===== src/rtl/adpll_cfg_ctrl.sv =====
// -----------------------------------------------------------------------------
// adpll_cfg_ctrl
// Configuration and acquisition controller for the ADPLL core.
//  - Synchronizes the slow pad-level program/clear commands (2-FF + rising-edge
//    detect) and commits writes into the parameter register bank.
//  - Sequences loop start-up (IDLE -> LOAD -> ACQUIRE -> LOCKED).
//  - Runs the lock detector on the qualified phase-error magnitude stream.
//
// Ports:
//   i_clk        sampling clock
//   i_rst        asynchronous, active-high reset
//   i_program    async pad level, rising edge commits one write
//   i_clr        async pad level, rising edge restores defaults and stops loop
//   i_param_sel  register index (0 kp, 1 ki, 2 dco_init, 3 div_n,
//                4 lock_thr, 5 lock_cnt, 6 ctrl, 7 reserved)
//   i_pgm_value  write data
//   i_err_mag    phase-error magnitude
//   i_err_valid  strobe qualifying i_err_mag
//   o_kp, o_ki   loop filter gains
//   o_dco_init   DCO preset word
//   o_div_n      feedback divider ratio
//   o_pll_en     loop enable (ACQUIRE or LOCKED)
//   o_filt_clr   filter/integrator clear (LOAD)
//   o_dco_load   DCO preset load strobe (LOAD)
//   o_locked     lock indicator
//   o_wr_ack     one-cycle pulse per accepted write
// -----------------------------------------------------------------------------
module adpll_cfg_ctrl #(
   parameter int W        = 5,
   parameter int MISS_MAX = 2
) (
   input  logic         i_clk,
   input  logic         i_rst,
   input  logic         i_program,
   input  logic         i_clr,
   input  logic [2:0]   i_param_sel,
   input  logic [W-1:0] i_pgm_value,
   input  logic [W-1:0] i_err_mag,
   input  logic         i_err_valid,
   output logic [W-1:0] o_kp,
   output logic [W-1:0] o_ki,
   output logic [W-1:0] o_dco_init,
   output logic [W-1:0] o_div_n,
   output logic         o_pll_en,
   output logic         o_filt_clr,
   output logic         o_dco_load,
   output logic         o_locked,
   output logic         o_wr_ack
);

   // Hit counter is wide enough for the largest target (31 * 4 = 124).
   localparam int HW = W + 2;
   localparam int MW = $clog2(MISS_MAX + 1);

   localparam logic [W-1:0] KP_DEF  = W'(4);
   localparam logic [W-1:0] KI_DEF  = W'(1);
   localparam logic [W-1:0] DCO_DEF = W'(16);
   localparam logic [W-1:0] DIV_DEF = W'(8);
   localparam logic [W-1:0] THR_DEF = W'(2);
   localparam logic [W-1:0] CNT_DEF = W'(8);

   typedef enum logic [1:0] {
      S_IDLE   = 2'd0,
      S_LOAD   = 2'd1,
      S_ACQ    = 2'd2,
      S_LOCKED = 2'd3
   } state_t;

   logic          r_prog_s1, r_prog_s2, r_prog_d;
   logic          r_clr_s1, r_clr_s2, r_clr_d;
   logic [W-1:0]  r_kp, r_ki, r_dco_init, r_div_n, r_lock_thr, r_lock_cnt;
   logic          r_run;
   state_t        r_state, w_next;
   logic          r_load_cnt;
   logic [HW-1:0] r_hit_cnt;
   logic [MW-1:0] r_miss_cnt;
   logic          r_pll_en, r_filt_clr, r_dco_load, r_locked, r_wr_ack;

   logic          w_prog_rise, w_clr_rise, w_wr, w_run_off, w_restart;
   logic          w_hit, w_miss;
   logic [HW-1:0] w_target;
   logic [HW:0]   w_hit_next;
   logic [MW:0]   w_miss_next;
   logic          w_pll_en, w_load, w_locked;

   // Pad-level synchronizers and edge-detect history; cleared by reset so no
   // stale edge can commit after reset release.
   always_ff @(posedge i_clk or posedge i_rst) begin
      if (i_rst) begin
         r_prog_s1 <= 1'b0;
         r_prog_s2 <= 1'b0;
         r_prog_d  <= 1'b0;
         r_clr_s1  <= 1'b0;
         r_clr_s2  <= 1'b0;
         r_clr_d   <= 1'b0;
      end else begin
         r_prog_s1 <= i_program;
         r_prog_s2 <= r_prog_s1;
         r_prog_d  <= r_prog_s2;
         r_clr_s1  <= i_clr;
         r_clr_s2  <= r_clr_s1;
         r_clr_d   <= r_clr_s2;
      end
   end

   assign w_prog_rise = r_prog_s2 & ~r_prog_d;
   assign w_clr_rise  = r_clr_s2 & ~r_clr_d;
   // clr wins over a coincident program edge; index 7 is discarded.
   assign w_wr        = w_prog_rise & ~w_clr_rise & (i_param_sel != 3'd7);
   assign w_run_off   = w_wr & (i_param_sel == 3'd6) & ~i_pgm_value[0];
   assign w_restart   = w_wr & ((i_param_sel == 3'd2) | (i_param_sel == 3'd3)) &
                        (r_state != S_IDLE);

   assign w_hit       = i_err_valid & (i_err_mag <= r_lock_thr);
   assign w_miss      = i_err_valid & (i_err_mag > r_lock_thr);
   assign w_target    = {((r_lock_cnt == '0) ? W'(1) : r_lock_cnt), 2'b00};
   assign w_hit_next  = {1'b0, r_hit_cnt} + {{HW{1'b0}}, 1'b1};
   assign w_miss_next = {1'b0, r_miss_cnt} + {{MW{1'b0}}, 1'b1};

   // Parameter register bank: reset/clr load defaults, commits write one entry.
   always_ff @(posedge i_clk or posedge i_rst) begin
      if (i_rst) begin
         r_kp       <= KP_DEF;
         r_ki       <= KI_DEF;
         r_dco_init <= DCO_DEF;
         r_div_n    <= DIV_DEF;
         r_lock_thr <= THR_DEF;
         r_lock_cnt <= CNT_DEF;
         r_run      <= 1'b0;
         r_wr_ack   <= 1'b0;
      end else begin
         r_wr_ack <= w_wr;
         if (w_clr_rise) begin
            r_kp       <= KP_DEF;
            r_ki       <= KI_DEF;
            r_dco_init <= DCO_DEF;
            r_div_n    <= DIV_DEF;
            r_lock_thr <= THR_DEF;
            r_lock_cnt <= CNT_DEF;
            r_run      <= 1'b0;
         end else if (w_wr) begin
            case (i_param_sel)
               3'd0:    r_kp       <= i_pgm_value;
               3'd1:    r_ki       <= i_pgm_value;
               3'd2:    r_dco_init <= i_pgm_value;
               3'd3:    r_div_n    <= i_pgm_value;
               3'd4:    r_lock_thr <= i_pgm_value;
               3'd5:    r_lock_cnt <= i_pgm_value;
               3'd6:    r_run      <= i_pgm_value[0];
               default: r_run      <= r_run;
            endcase
         end else begin
            r_run <= r_run;
         end
      end
   end

   // FSM state register.
   always_ff @(posedge i_clk or posedge i_rst) begin
      if (i_rst) r_state <= S_IDLE;
      else       r_state <= w_next;
   end

   // FSM next-state logic; command overrides take priority over loop progress.
   always_comb begin
      w_next = r_state;
      if (w_clr_rise || w_run_off) begin
         w_next = S_IDLE;
      end else if (w_restart) begin
         w_next = S_LOAD;
      end else begin
         case (r_state)
            S_IDLE:   w_next = r_run ? S_LOAD : S_IDLE;
            S_LOAD:   w_next = r_load_cnt ? S_ACQ : S_LOAD;
            S_ACQ:    w_next = (w_hit && (w_hit_next >= {1'b0, w_target})) ?
                               S_LOCKED : S_ACQ;
            S_LOCKED: w_next = (w_miss && (w_miss_next >= (MW+1)'(MISS_MAX))) ?
                               S_ACQ : S_LOCKED;
            default:  w_next = S_IDLE;
         endcase
      end
   end

   // LOAD duration and lock-detector counters; each is zero outside the state
   // that uses it, so every entry into LOAD/IDLE/ACQUIRE starts from zero.
   always_ff @(posedge i_clk or posedge i_rst) begin
      if (i_rst) begin
         r_load_cnt <= 1'b0;
         r_hit_cnt  <= '0;
         r_miss_cnt <= '0;
      end else begin
         r_load_cnt <= (r_state == S_LOAD) && (w_next == S_LOAD) && !w_restart;

         if ((r_state != S_ACQ) || (w_next != S_ACQ)) r_hit_cnt <= '0;
         else if (w_hit)                              r_hit_cnt <= w_hit_next[HW-1:0];
         else if (w_miss)                             r_hit_cnt <= '0;
         else                                         r_hit_cnt <= r_hit_cnt;

         if ((r_state != S_LOCKED) || (w_next != S_LOCKED)) r_miss_cnt <= '0;
         else if (w_miss)                                   r_miss_cnt <= w_miss_next[MW-1:0];
         else if (w_hit)                                    r_miss_cnt <= '0;
         else                                               r_miss_cnt <= r_miss_cnt;
      end
   end

   // FSM output decode from the next state so registered flags align with state.
   always_comb begin
      w_pll_en = (w_next == S_ACQ) || (w_next == S_LOCKED);
      w_load   = (w_next == S_LOAD);
      w_locked = (w_next == S_LOCKED);
   end

   // Output flag registers.
   always_ff @(posedge i_clk or posedge i_rst) begin
      if (i_rst) begin
         r_pll_en   <= 1'b0;
         r_filt_clr <= 1'b0;
         r_dco_load <= 1'b0;
         r_locked   <= 1'b0;
      end else begin
         r_pll_en   <= w_pll_en;
         r_filt_clr <= w_load;
         r_dco_load <= w_load;
         r_locked   <= w_locked;
      end
   end

   assign o_kp       = r_kp;
   assign o_ki       = r_ki;
   assign o_dco_init = r_dco_init;
   assign o_div_n    = r_div_n;
   assign o_pll_en   = r_pll_en;
   assign o_filt_clr = r_filt_clr;
   assign o_dco_load = r_dco_load;
   assign o_locked   = r_locked;
   assign o_wr_ack   = r_wr_ack;

endmodule


===== config.mk =====
export PLATFORM = sky130hd
export DESIGN_NAME = adpll_cfg_ctrl
export DESIGN_NICKNAME = d
export VERILOG_FILES = /design/src/rtl/adpll_cfg_ctrl.sv
export SDC_FILE = /design/constraint.sdc
export NUM_CORES = 1
export LEC_CHECK = 0
export BUFFER_PORTS_ARGS = -buffer_cell sky130_fd_sc_hd__buf_2
export CORE_UTILIZATION = 60
export DETAILED_ROUTE_END_ITERATION = 10
export PLACE_DENSITY = 0.88
export SYNTH_ARGS = -nofsm -noshare
export SYNTH_HDL_FRONTEND = slang
export SYNTH_SLANG_ARGS = --single-unit

===== constraint.sdc =====
create_clock -name i_clk -period 3.9 [get_ports i_clk]
set_input_delay 0.39 -clock i_clk [delete_from_list [all_inputs] [get_ports i_clk]]
set_output_delay 0.39 -clock i_clk [all_outputs]
set_load 0.01 [all_outputs]

==> key figures <==
Run status
  • Outcome: finished clean

STA
  • RSZ-0062 raised after global routing: false
  • Post-route minimum period: roughly 2.4 ns
  • Max-slew violations: 0
  • Count of final setup violators: 0
  • TNS Setup: 0 ns
  • Slew @ Worst Pin: ~1.0 ns
  • Final Hold Fails: 0
  • Clock Skew: between 0.008 and 0.009 ns
  • Fmax: roughly 420 MHz
  • Setup ws final: between 1.5 and 2 ns
  • Worst slew margin: 0.300
  • Period Utilization, post-route: 0.606

Die
  • Core ar.: approximately 0.0041 mm²
  • Die height: a little under 70 µm
  • Die width: between 60 and 70 µm
  • Initial Util: 0.646
  • Io pins: 43
  • FP Rows: 23
  • Die area: 0.00470 mm²

Finish
  • Area Overhead vs Synth: 12.2%
  • Layout cell share with drive strength beyond 1: 0.244
  • Layout Nets: between 300 and 400
  • FF/Latch Area: 0.00133 mm²
  • # diodes: 0
  • Footprint of the multi-input gates: 0.00121 mm²
  • Fillers: roughly 320

Logic synthesis
  • Syn. warnings: 0
  • Largest cells by area after synthesis: dfrtp_1 44%, mux2i_1 11%, dfstp_2 5.9%
  • Net Count, Synth: 281
  • Synthesized area: ~0.0027 mm²
  • Cells after synthesis: around 250
  • Post-synthesis register bit count: 53
  • EDFF count, synth: 0
  • Synth area leader: dfrtp_1
  • Synth async-reset ratio: 1.00
  • Unique cell type count in the Yosys netlist: between 40 and 50
  • Top cells by instance count after synthesis: 47 x dfrtp_1, 30 x nor2_1, 29 x mux2i_1
  • Yosys top cell area share: 0.442
  • Post-synthesis sequential area ratio: 0.501
  • Primary FF master, synth: dfrtp_1
  • Most frequent cell after synthesis: dfrtp_1
  • Syn_area_per_cell: around 11 µm²

Route
  • # DRC: 0
  • DRT Pass-1 Iters: 4
  • Vias/cell: 5.74
  • Vias after detailed routing: 1959
  • Antenna viol nets, final: 0
  • Wire length per cell: approximately 16 µm
  • Routed WL: 5.35 mm
  • Number of DRC markers in iteration 0: approximately 160

Pwr
  • Pwr per Cell Area: about 360 mW/mm²
  • LEAKAGE: 0.00146 µW
  • VDD IR max: approximately 0.00027 V

GRT
  • Initial antenna violation count: 0
  • Number of global-route vias before repair: ~1800
  • Pin count of the biggest net entering global routing: 54
  • First-pass GRT wire length: between 8 and 9 mm
  • Global Route Usage Sum: 0.256
  • Gr ovfl total: 0

Clocking
  • H-Tree Depth: 2
  • CTS Sinks: between 50 and 60
  • Worst-case clock buffer depth: 2
  • CTS tree: done
  • CTS buffer count: 5
  • Clk root buf: clkbuf_8
  • Setup bufs post-CTS: 0
  • Worst-path clk slew: 0.10 ns
  • # hold bufs at CTS: 0
  • Post-CTS Resized: 0
  • Clk Latency, worst-skew pair: ~0.31 ns

Setup path
  • Reg2reg path depth: 9
  • CP max FO: 6
  • Reg2reg setup slack: ~1.5 ns
  • Crit Path Class: reg -> reg
  • Worst R2R End: o_locked
  • R2r startpoint: r_hit_cnt[0]
  • Critical Path AT: approximately 2.6 ns
  • Startpoint types: flop
  • Setup crit end kind: flop
  • Critical Path RT: between 4 and 5 ns

Hold path
  • WHS Path Cells: 1
  • Min-Delay Path Class: in -> reg
  • Hold endpoint: r_prog_s1
  • Hold path start: i_program

Placed design
  • RD Place Congestion: between 0.8 and 0.9
  • Pre-CTS WS: approximately 1.6 ns
  • # port buffers: 42
  • Post-DP HPWL: a little under 4 mm

Job
  • Max-cap violation count: 0
[placed cells by master (no fill, tap or decap), drive strengths merged]
cell      Yosys  layout
a2111oi       1       1
a211oi        1       1
a21boi        1       1
a21o          2       2
a21oi        12      12
a311oi        1       1
a31o          1       1
a31oi         3       3
a41o          2       2
and2b         1       1
and3          5       5
and4          1       1
buf           7      43
clkbuf        4       6
clkinvlp      0       1
dfrtp        47      47
dfstp         6       6
ha           12      12
inv          15      16
mux2i        29      29
nand2        18      18
nand2b        6       6
nand3        13      13
nand3b        1       1
nor2         31      31
nor2b         2       2
nor3          4       4
nor3b         1       1
o2111a        2       2
o21ai         6       6
o2bb2ai       1       1
o31a          2       2
o31ai         1       1
o41ai         1       1
or2           2       2
or3           2       2
or3b          2       2
xnor2         5       5
[area by class of cell]
class,count,area share
Clock inverter,2,0.00545
Sequential cell,53,0.447
Clock buffer,6,0.0277
Tap cell,50,0.0210
Multi-Input combinational cell,172,0.407
Timing Repair Buffer,43,0.0730
Inverter,15,0.0189
[worst max-delay path by stage]
stage,end,from,cells after the start
global placement,r_hit_cnt[2],i_err_mag[3],7
detailed placement,o_locked,r_hit_cnt[2],9
finish,o_locked,r_hit_cnt[0],9
CTS,o_locked,r_hit_cnt[2],9
global route,o_locked,r_hit_cnt[0],9
floorplan,o_locked,r_hit_cnt[0],9
[flip-flops by register name, indices dropped and copies added (netlist names), 2 cells and up]
register and flops:
r_state 2, r_miss_cnt 2, o_dco_init 5, r_lock_thr 5
r_hit_cnt 7, o_ki 5, o_div_n 5, o_kp 5
r_lock_cnt 5
[stage by stage]
stage / total power [µW] / hold WS [ns] / std cells / instance area, µm² / util
final: 1090 / 0.175 / 341 / 2980 / 0.725
after global routing: 1140 / 0.156 / 341 / 2980 / 0.725
after CTS: 1090 / 0.167 / 341 / 2980 / 0.725
after detailed placement: 768 / 0.350 / 333 / 2890 / 0.701
after global placement: 763 / 0.334 / 333 / 2890 / 0.701
after floorplan: 718 / 0.331 / 251 / 2660 / -
[logic make-up (layout without fill, tap and decap cells)]
group / Yosys count / in the layout / share of synthesized area
AOI/OAI and AO/OA: 37 / 37 / 0.108
xor gates and xnor gates: 5 / 5 / 0.0165
adders and majority gates: 12 / 12 / 0.0564
buffers and inverters: 26 / 66 / 0.0419
DFF: 53 / 53 / 0.501
muxes: 29 / 29 / 0.109
and+or+nand+nor: 89 / 89 / 0.167
[worst max-delay path: stages (launching register included)]
cell and delay (ns):
dfrtp_1 0.42, ha_1 0.29, nand3_1 0.13, xnor2_1 0.16, ha_1 0.30, and3_1 0.16
o31ai_1 0.07, a31o_2 0.25, or2_2 0.32, a21boi_0 0.19
[per-layer routing]
metal,wire [µm],track usage,part of all wire,up-vias
li1,-,-,-,946
met1,2360,0.335,0.44,956
met2,2650,0.408,0.49,52
met3,294,0.0806,0.055,5
met4,45,0.0703,0.0084,0
met5,0,0,0,-
[where the power goes]
part | switching, µW | leakage, µW | internal (µW)
combinational | 95.6 | 0.000714 | 60.8
sequential | 20.1 | 0.000699 | 581
clock | 184 | 0.0000478 | 146
total | 299 | 0.00146 | 789
Note: power is estimated with default switching activity, not from simulation.
